==> config.mk <==
export PLATFORM = sky130hd
export DESIGN_NAME = audio_i2s_tx
export DESIGN_NICKNAME = d
export VERILOG_FILES = /design/src/rtl/audio_pkg.sv /design/src/rtl/i2s_clk_gen.sv /design/src/rtl/audio_i2s_tx.sv
export SDC_FILE = /design/constraint.sdc
export NUM_CORES = 1
export LEC_CHECK = 0
export BUFFER_PORTS_ARGS = -buffer_cell sky130_fd_sc_hd__buf_2
export CORE_MARGIN = 2
export CORE_UTILIZATION = 60
export DETAILED_ROUTE_END_ITERATION = 8
export PLACE_DENSITY = 0.81
export RECOVER_POWER = 100
export SYNTH_ARGS = -nofsm -noshare
export SYNTH_HDL_FRONTEND = slang
export SYNTH_SLANG_ARGS = --single-unit
==> constraint.sdc <==
create_clock -name clk -period 3.9 [get_ports clk]
set_clock_uncertainty 0.15 [all_clocks]
set_input_delay 0.78 -clock clk [delete_from_list [all_inputs] [get_ports clk]]
set_output_delay 0.78 -clock clk [all_outputs]
set_load 0.005 [all_outputs]
==> src/rtl/audio_pkg.sv <==
// audio_pkg: shared sample types, default sizes and parameter sanity check
package audio_pkg;
    localparam int DATA_WIDTH = 16;
    localparam int SLOT_WIDTH = 32;
    localparam int SCLK_HALF  = 8;
    localparam int FRAME_BITS = 2 * SLOT_WIDTH;

    typedef logic signed [DATA_WIDTH-1:0] sample_t;
    typedef struct packed {
        sample_t l;
        sample_t r;
    } stereo_t;

    // Slots must hold a whole sample and each SCLK phase needs at least two clk cycles
    function automatic bit params_ok(input int dw, input int sw, input int sh);
        return (sw >= dw) && (sh >= 2);
    endfunction
endpackage

==> src/rtl/i2s_clk_gen.sv <==
// i2s_clk_gen: SCLK divider, frame bit position counter and LRCK decode
module i2s_clk_gen #(
    parameter int SLOT_WIDTH = 32,
    parameter int SCLK_HALF  = 8
) (
    input  logic clk,
    input  logic reset_n,
    output logic sclk,
    output logic lrck,
    output logic strobe,
    output logic frame_load
);
    localparam int FB = 2 * SLOT_WIDTH;
    localparam int CW = $clog2(SCLK_HALF);
    localparam int PW = $clog2(FB);

    logic [CW-1:0] cnt;
    logic [PW-1:0] pos;
    logic [PW-1:0] pos_nxt;
    logic          wrap;

    // The falling SCLK toggle is the bit strobe; frame_load marks the strobe that enters p=0
    always_comb begin
        wrap       = cnt == CW'(SCLK_HALF - 1);
        strobe     = wrap && sclk;
        pos_nxt    = (pos == PW'(FB - 1)) ? '0 : pos + 1'b1;
        frame_load = strobe && (pos_nxt == '0);
    end

    // Divider, SCLK and position registers; LRCK leads each slot by one SCLK
    always_ff @(posedge clk or negedge reset_n) begin
        if (!reset_n) begin
            cnt  <= '0;
            sclk <= 1'b0;
            pos  <= PW'(FB - 1);
            lrck <= 1'b0;
        end else begin
            cnt <= wrap ? '0 : cnt + 1'b1;
            if (wrap)
                sclk <= ~sclk;
            if (strobe) begin
                pos  <= pos_nxt;
                lrck <= (pos_nxt >= PW'(SLOT_WIDTH - 1)) && (pos_nxt <= PW'(FB - 2));
            end
        end
    end
endmodule

==> src/rtl/audio_i2s_tx.sv <==
// audio_i2s_tx: stereo PCM to I2S serialiser with a one-pair holding buffer
module audio_i2s_tx #(
    parameter int DATA_WIDTH = audio_pkg::DATA_WIDTH,
    parameter int SLOT_WIDTH = audio_pkg::SLOT_WIDTH,
    parameter int SCLK_HALF  = audio_pkg::SCLK_HALF
) (
    input  logic                         clk,
    input  logic                         reset_n,
    input  logic signed [DATA_WIDTH-1:0] din_l,
    input  logic signed [DATA_WIDTH-1:0] din_r,
    input  logic                         in_valid,
    output logic                         in_ready,
    output logic                         i2s_sclk,
    output logic                         i2s_lrck,
    output logic                         i2s_sdata,
    output logic                         frame_start,
    output logic                         underrun
);
    import audio_pkg::*;

    localparam int FB = 2 * SLOT_WIDTH;

    if (!params_ok(DATA_WIDTH, SLOT_WIDTH, SCLK_HALF)) begin : g_bad_params
        $error("audio_i2s_tx: need SLOT_WIDTH >= DATA_WIDTH and SCLK_HALF >= 2");
    end

    logic [DATA_WIDTH-1:0] buf_l;
    logic [DATA_WIDTH-1:0] buf_r;
    logic                  full;
    logic                  full_nxt;
    logic                  accept;
    logic                  strobe;
    logic                  frame_load;
    logic [FB-1:0]         word;
    logic [FB-1:0]         shreg;

    i2s_clk_gen #(
        .SLOT_WIDTH(SLOT_WIDTH),
        .SCLK_HALF (SCLK_HALF)
    ) u_clk_gen (
        .clk       (clk),
        .reset_n   (reset_n),
        .sclk      (i2s_sclk),
        .lrck      (i2s_lrck),
        .strobe    (strobe),
        .frame_load(frame_load)
    );

    // A load sees the buffer as it was before this edge, so a same-cycle accept waits a frame
    always_comb begin
        accept   = in_valid && in_ready;
        full_nxt = accept || (full && !frame_load);
        word     = full ? ((FB'(buf_l) << (FB - DATA_WIDTH)) | (FB'(buf_r) << (SLOT_WIDTH - DATA_WIDTH))) : '0;
    end

    // Holding buffer, handshake, frame shift register and status pulses
    always_ff @(posedge clk or negedge reset_n) begin
        if (!reset_n) begin
            full        <= 1'b0;
            in_ready    <= 1'b0;
            buf_l       <= '0;
            buf_r       <= '0;
            shreg       <= '0;
            i2s_sdata   <= 1'b0;
            frame_start <= 1'b0;
            underrun    <= 1'b0;
        end else begin
            full        <= full_nxt;
            in_ready    <= !full_nxt;
            frame_start <= frame_load;
            underrun    <= frame_load && !full;
            if (accept) begin
                buf_l <= din_l;
                buf_r <= din_r;
            end
            if (frame_load) begin
                shreg     <= word << 1;
                i2s_sdata <= word[FB-1];
            end else if (strobe) begin
                shreg     <= shreg << 1;
                i2s_sdata <= shreg[FB-1];
            end
        end
    end
endmodule
==> summary.md, run 1 <==
| Metric | Value |
|---|---|
| Die Y | between 80 and 90 um |
| Commonest non-fill, non-tap cell in the layout | dfrtp_1 |
| Max Transition Viols Final | roughly 110 |
| Syn_area_per_cell | about 12 sq um |
| Relative slew slack | -18.6% |
| Sw frac | a little over a fifth |
| Worst Setup End Kind | flip-flop |
| CTS Buffer Depth | 2 |
| Area Overhead vs Synth | 8.54% |
| Max-cap violations | 2 |
| Int Pwr | ~0.0013 W |
| Vias per cell | about 5.4 |
| Initial Utilization | between 60% and 70% |
| Critical Path AT | around 3.0 ns |
| Post-Route WL | approximately 6.8 mm |
| Synthesized area | about 4200 sq um |
| CP Data Required Time | just under 4 ns |
| Inserted Diodes | 0 |
| Worst Path Max Fanout | 52 |
| Clk pwr share | about two fifths |
| Outcome | finished with violations |
| Clock transition at path regs | about 0.090 ns |
| Clock tree sinks | 95 |
| Count of port buffers added during placement | 40 |
| Core footprint | between 6000 and 7000 sq um |
| Post-synthesis net count | roughly 390 |
| Die area | around 7700 sq um |
| DRC viols | 0 |
| Grt total ovfl | 0 |
| Htree depth | 3 |
| Wirelength per Cell | 14.1 um |
| VDD IR max | around 260 uV |
| Combinational Power Share | 2.1% |
| Largest net degree at the start of global routing | 74 |
| Pwr dens | about 370 nW/um^2 |
| Final ANT Viol Nets | 0 |
| Slew @ Worst Pin | 1.78 ns |
| RSZ-0062 raised after global routing | no |
| Fmax | roughly 330 MHz |
| Via count | 2567 |
| Clock Latency Late Sink | 0.35 ns |
| Core Rows | 30 |
| Worst hold path depth | 1 |
| Hold Vio Cnt, Final | 0 |
| Synth area leader | dfrtp_1 |
| Post-synthesis register bit count | between 90 and 100 |
| Layout cells sized above 1 | 25.7% |
| Reg power frac | 58.5% |
| CTS root buffer | clkbuf_8 |
| Leakage | roughly 2.1 nW |
| Post-synth top area share | between 50 and 60% |
| Hold Crit Class | reg2reg |
| Critical path class | reg2reg |
| Area contributors post-synth | dfrtp_1, mux2i_1, mux2_2 |
| Initial drt markers | between 200 and 250 |
| Hold Buf Count CTS | 0 |
| Total iterations of the first detailed-routing run | 5 |
| Final setup fails | 0 |
| Worst R2R Path Depth | 6 |
| Vias in the first global route | approximately 2600 |
| Post-synthesis sequential area ratio | between 50% and 60% |
| # resized after CTS | 0 |
| Gr usage total | 20.2% |
| Design area | 4600 sq um |
| Failing checks | max-capacitance violations, max-slew violations |
| Initial antenna violation count | 0 |
| Warnings, synthesis | 0 |
| Routability Congestion | ~0.7 |
| Commonest cells after routing, fill and taps aside | dfrtp_1, nand2_1, mux2i_1 |
| Type of origin of the critical path | flip-flop |
| Inserted Clock Buffers | 9 |
| Setup repair bufs after CTS | 0 |
| Die W | just under 90 um |
| Switching Power | roughly 0.00035 W |
| Number of I/O pins | between 40 and 50 |
| Layout Nets | 418 |
| Cell variety after synth | 36 |
| DP Wirelength | about 4.3 mm |
| Final min period | between 2 and 3 ns |
| Area after DPL | ~4400 sq um |
| CTS tree | built |
| Final period util | between 70% and 80% |
| Mapped Cells | between 300 and 400 |
| First-pass GRT wire length | 12.0 mm |
| Setup TNS | 0 ns |
-- worst max-delay path: stages, from the launching register on --
cell and delay (ns):
dfstp_2 0.62, ha_1 0.31, nand2_1 0.10, nor2_2 0.13, a21oi_1 0.09, nor2_4 1.10
o21ai_0 0.26
-- layout make-up --
| cell class | count | area (sq um) |
|---|---|---|
| Sequential cell | 95 | 2380 |
| Fill cell | 537 | 2230 |
| Multi-Input combinational cell | 224 | 1660 |
| Timing Repair Buffer | 44 | 214 |
| Clock buffer | 11 | 151 |
| Tap cell | 96 | 120 |
| Clock inverter | 5 | 56.3 |
| Inverter | 3 | 11.3 |
-- state kept, by name, summed over array words and instances, names as in the netlist, 3 cells and up --
register       cells
shreg             47
buf_l             16
buf_r             16
u_clk_gen.pos      6
u_clk_gen.cnt      3
-- power by group through the flow --
stage / clock network, W / registers [W] / logic [W]
floorplan: 0 / 0.00100 / 0.000000361
global placement: 0 / 0.00100 / 0.0000367
detailed placement: 0 / 0.00100 / 0.0000378
CTS: 0.000677 / 0.000984 / 0.0000380
global route: 0.000721 / 0.000985 / 0.0000413
finish: 0.000662 / 0.000984 / 0.0000347
-- stage by stage --
stage	setup WS, ns	power, W	utilization [%]	instances	hold WS (ns)
2_1_floorplan	1.94	0.00100	-	344	0.253
3_3_place_gp	1.44	0.00104	64.7	462	0.266
3_5_place_dp	1.36	0.00104	64.7	462	0.284
4_1_cts	1.35	0.00170	67.8	478	0.297
5_1_grt	0.585	0.00175	67.3	478	0.311
6_report	0.906	0.00168	67.3	478	0.297
-- final timing paths --
check / from / end / slack, ns
max: u_clk_gen.pos[0] / shreg[44] / 0.91
min: u_clk_gen.cnt[0] / u_clk_gen.cnt[0] / 0.30
max reg2reg: u_clk_gen.pos[0] / shreg[44] / 0.91
min reg2reg: u_clk_gen.cnt[0] / u_clk_gen.cnt[0] / 0.30
max in group asynchronous: reset_n / shreg[46] / 1.56
min in group asynchronous: reset_n / u_clk_gen.cnt[0] / 0.73
-- layer usage --
| layer | track usage (%) | vias to the layer above | share of wire [%] |
|---|---|---|---|
| met2 | 30.7 | 41 | 48 |
| li1 | - | 1234 | - |
| met4 | 7.02 | 0 | 0.87 |
| met5 | 0 | - | 0 |
| met3 | 4.90 | 5 | 3.8 |
| met1 | 28.9 | 1287 | 47 |
-- Yosys cell counts (all sizes together) --
| master | number |
|---|---|
| dfrtp | 89 |
| nand2 | 72 |
| mux2i | 63 |
| mux2 | 33 |
| o21ai | 22 |
| clkbuf | 12 |
| buf | 10 |
| dfstp | 6 |
| ha | 6 |
| nor2 | 5 |
| inv | 3 |
| nand3 | 3 |
| xnor2 | 3 |
| a21oi | 2 |
| and2 | 2 |
| a21o | 1 |
| a31oi | 1 |
| a32o | 1 |
| a41o | 1 |
| nand2b | 1 |
| nand4 | 1 |
| nor2b | 1 |
| nor3 | 1 |
| o21a | 1 |
| o31ai | 1 |
| o41ai | 1 |
| or3 | 1 |
| xor2 | 1 |
-- kinds of logic after synthesis --
group,count (synthesis),synth area share (%)
flops,95,56.3
xor+xnor,4,0.827
fa+ha+maj,6,1.77
buf+inv,25,4.25
compound gates,31,4.28
simple gates,87,8.92
mux,96,23.7
No activity file was read; power rests on OpenSTA's default activity.
==> run 2, diff against run 1 <==
- CORE_UTILIZATION: 60 -> 53
- PLACE_DENSITY: 0.81 -> 0.75
- clock period: 3.9 -> 2.5 ns (I/O delays scaled with it)
==> run 2 against run 1 <==
Net effect: the flow now finishes without violations; sequential share of layout area down 1.1 points; largest cell class unchanged; critical path type unchanged; wire length grew 2.5%; clock power grew 60%; flip-flop and latch count unchanged; largest power group unchanged.
==> summary.md, run 2 (synthesis results as in run 1) <==
| Metric | Value |
|---|---|
| Layout Nets | 425 (was 418) |
| Final setup fails | 0 (unchanged) |
| DP Wirelength | 4.66 mm (was 4.30 mm) |
| Final min period | 2.28 ns (was 2.99 ns) |
| Slowest CP cell | dfstp_2 (was nor2_4) |
| Inserted Diodes | 0 (unchanged) |
| Relative slew slack | 18.1% (was -18.6%) |
| # resized after CTS | 0 (unchanged) |
| Critical path class | reg2reg (unchanged) |
| Area Overhead vs Synth | 10.8% (was 8.54%) |
| Clock Latency Late Sink | 0.36 ns (was 0.35 ns) |
| Clock transition at path regs | 0.10 ns (was 0.09 ns) |
| Fin cells | 491 (was 478) |
| Largest net degree at the start of global routing | 51 (was 74) |
| CTS Buffer Depth | 2 (unchanged) |
| Critical path buffers and inverters | 1 (was 0) |
| CTS root buffer | clkbuf_8 (unchanged) |
| Setup TNS | 0 ns (unchanged) |
| Largest stage delay, worst path | 0.62 ns (was 1.10 ns) |
| CP Data Required Time | 2.63 ns (was 3.92 ns) |
| Post-Route WL | 6.93 mm (was 6.76 mm) |
| First-pass GRT wire length | 12.1 mm (was 12.0 mm) |
| CP top delay family | flip-flops (was simple AND/OR/NAND/NOR gates) |
| Core footprint | 7730 sq um (was 6830 sq um) |
| Max Transition Viols Final | 0 (was 109) |
| CTS tree | built (unchanged) |
| Fmax | 438 MHz (was 334 MHz) |
| Outcome | finished, final reports clean (was finished with violations) |
| Number of I/O pins | 41 (unchanged) |
| Leakage | 2.14 nW (was 2.11 nW) |
| Setup repair bufs after CTS | 0 (unchanged) |
| Largest registers | shreg: 47 flops, buf_l: 16 flops, buf_r: 16 flops (unchanged) |
| Die area | 8720 sq um (was 7750 sq um) |
| Top routing layer used | met4 (unchanged) |
| Final ANT Viol Nets | 0 (unchanged) |
| Die W | 93.4 um (was 88.0 um) |
| Critical Path AT | 2.41 ns (was 3.01 ns) |
| Routability Congestion | 0.902 (was 0.700) |
| Die Y | 93.4 um (was 88.0 um) |
| Hold Crit Class | in2reg (was reg2reg) |
| Via count | 2581 (was 2567) |
| Metal2 WL | 3.21 mm (was 3.26 mm) |
| Hold Buf Count CTS | 0 (unchanged) |
| Wirelength per Cell | 14.1 um (about the same) |
| Count of port buffers added during placement | 40 (unchanged) |
| Pwr dens | 563 nW/um^2 (was 366 nW/um^2) |
| Clock tree sinks | 95 (unchanged) |
| Slew @ Worst Pin | 1.23 ns (was 1.78 ns) |
| DRC viols | 0 (unchanged) |
| VDD IR max | 315 uV (was 260 uV) |
| Commonest non-fill, non-tap cell in the layout | dfrtp_1 (unchanged) |
| Largest register FFs | 47 (unchanged) |
| Max-cap violations | 0 (was 2) |
| Total iterations of the first detailed-routing run | 4 (was 5) |
| Vias per cell | 5.26 (was 5.37) |
| Met1 wire length | 3.42 mm (was 3.18 mm) |
| Final period util | 91.3% (was 76.8%) |
| Initial Utilization | 54.8% (was 62.0%) |
| Initial drt markers | 178 (was 228) |
| Worst Setup End Kind | flip-flop (unchanged) |
| Core Rows | 32 (was 30) |
| Final core occ | 60.8% (was 67.3%) |
| Hold Vio Cnt, Final | 0 (unchanged) |
| Filler Cell Count | 625 (was 537) |
| Layout cells sized above 1 | 27.2% (was 25.7%) |
| Largest register by flop count | shreg (unchanged) |
| Type of origin of the critical path | flip-flop (unchanged) |
| Worst Path Max Fanout | 18 (was 52) |
| Post-Place Cells | 475 (was 462) |
| Vias in the first global route | 2570 (was 2591) |
| CP cell instances | ha_1, xnor2_1, nand3_1, nor2_8, clkbuf_2, mux2i_1 (was ha_1, nand2_1, nor2_2, a21oi_1, nor2_4, o21ai_0) |
| Htree depth | 3 (unchanged) |
| Grt total ovfl | 0 (unchanged) |
| Inserted Clock Buffers | 9 (unchanged) |
| Commonest cells after routing, fill and taps aside | dfrtp_1, nand2_1, mux2i_1 (unchanged) |
| Gr usage total | 17.6% (was 20.2%) |
| RSZ-0062 raised after global routing | no (unchanged) |
| DR WL met3 | 173 um (was 258 um) |
| Initial antenna violation count | 0 (unchanged) |
==> run 2: area by class of cell <==
class / count / area [sq um] / share of cell area [%]
clock buffer: 12 / 155 / 3.30
sequential: 95 / 2380 / 50.8
multi-input combinational: 224 / 1670 / 35.6
timing repair buffer: 51 / 290 / 6.18
tap: 102 / 128 / 2.72
clock inverter: 4 / 53.8 / 1.15
inverter: 3 / 11.3 / 0.240
==> run 2: layer usage <==
layer | vias up | track usage (%)
met4 | 0 | 7.35
met3 | 12 | 2.66
met1 | 1286 | 25.0
li1 | 1249 | -
met2 | 34 | 27.3
met5 | - | 0
==> run 2: metrics by stage <==
step                setup slack (ns)  hold slack [ns]  instance area, sq um  power [W]
floorplan                      0.538           0.0544                  4240    0.00157
global placement               0.333            0.266                  4520    0.00163
detailed placement             0.235            0.280                  4520    0.00163
CTS                            0.212           0.0329                  4730    0.00268
global route                  0.0595            0.207                  4700    0.00274
finish                         0.218            0.211                  4700    0.00265
==> run 2: path summary, 6_finish.rpt <==
path	start	endpoint	slack, ns	cells past startpoint
min in group asynchronous	reset_n	u_clk_gen.cnt[0]	0.24	1
max in group asynchronous	reset_n	shreg[18]	0.58	2
max	u_clk_gen.pos[1]	shreg[51]	0.22	6
min	din_r[15]	buf_r[15]	0.21	2
max reg2reg	u_clk_gen.pos[1]	shreg[51]	0.22	6
min reg2reg	u_clk_gen.cnt[0]	u_clk_gen.cnt[0]	0.30	1
==> run 2: where the power goes <==
| group | internal [W] | switching, W |
|---|---|---|
| registers | 0.00154 | 0 |
| clock network | 0.000520 | 0.000536 |
| logic | 0.0000195 | 0.0000349 |
| total | 0.00207 | 0.000571 |
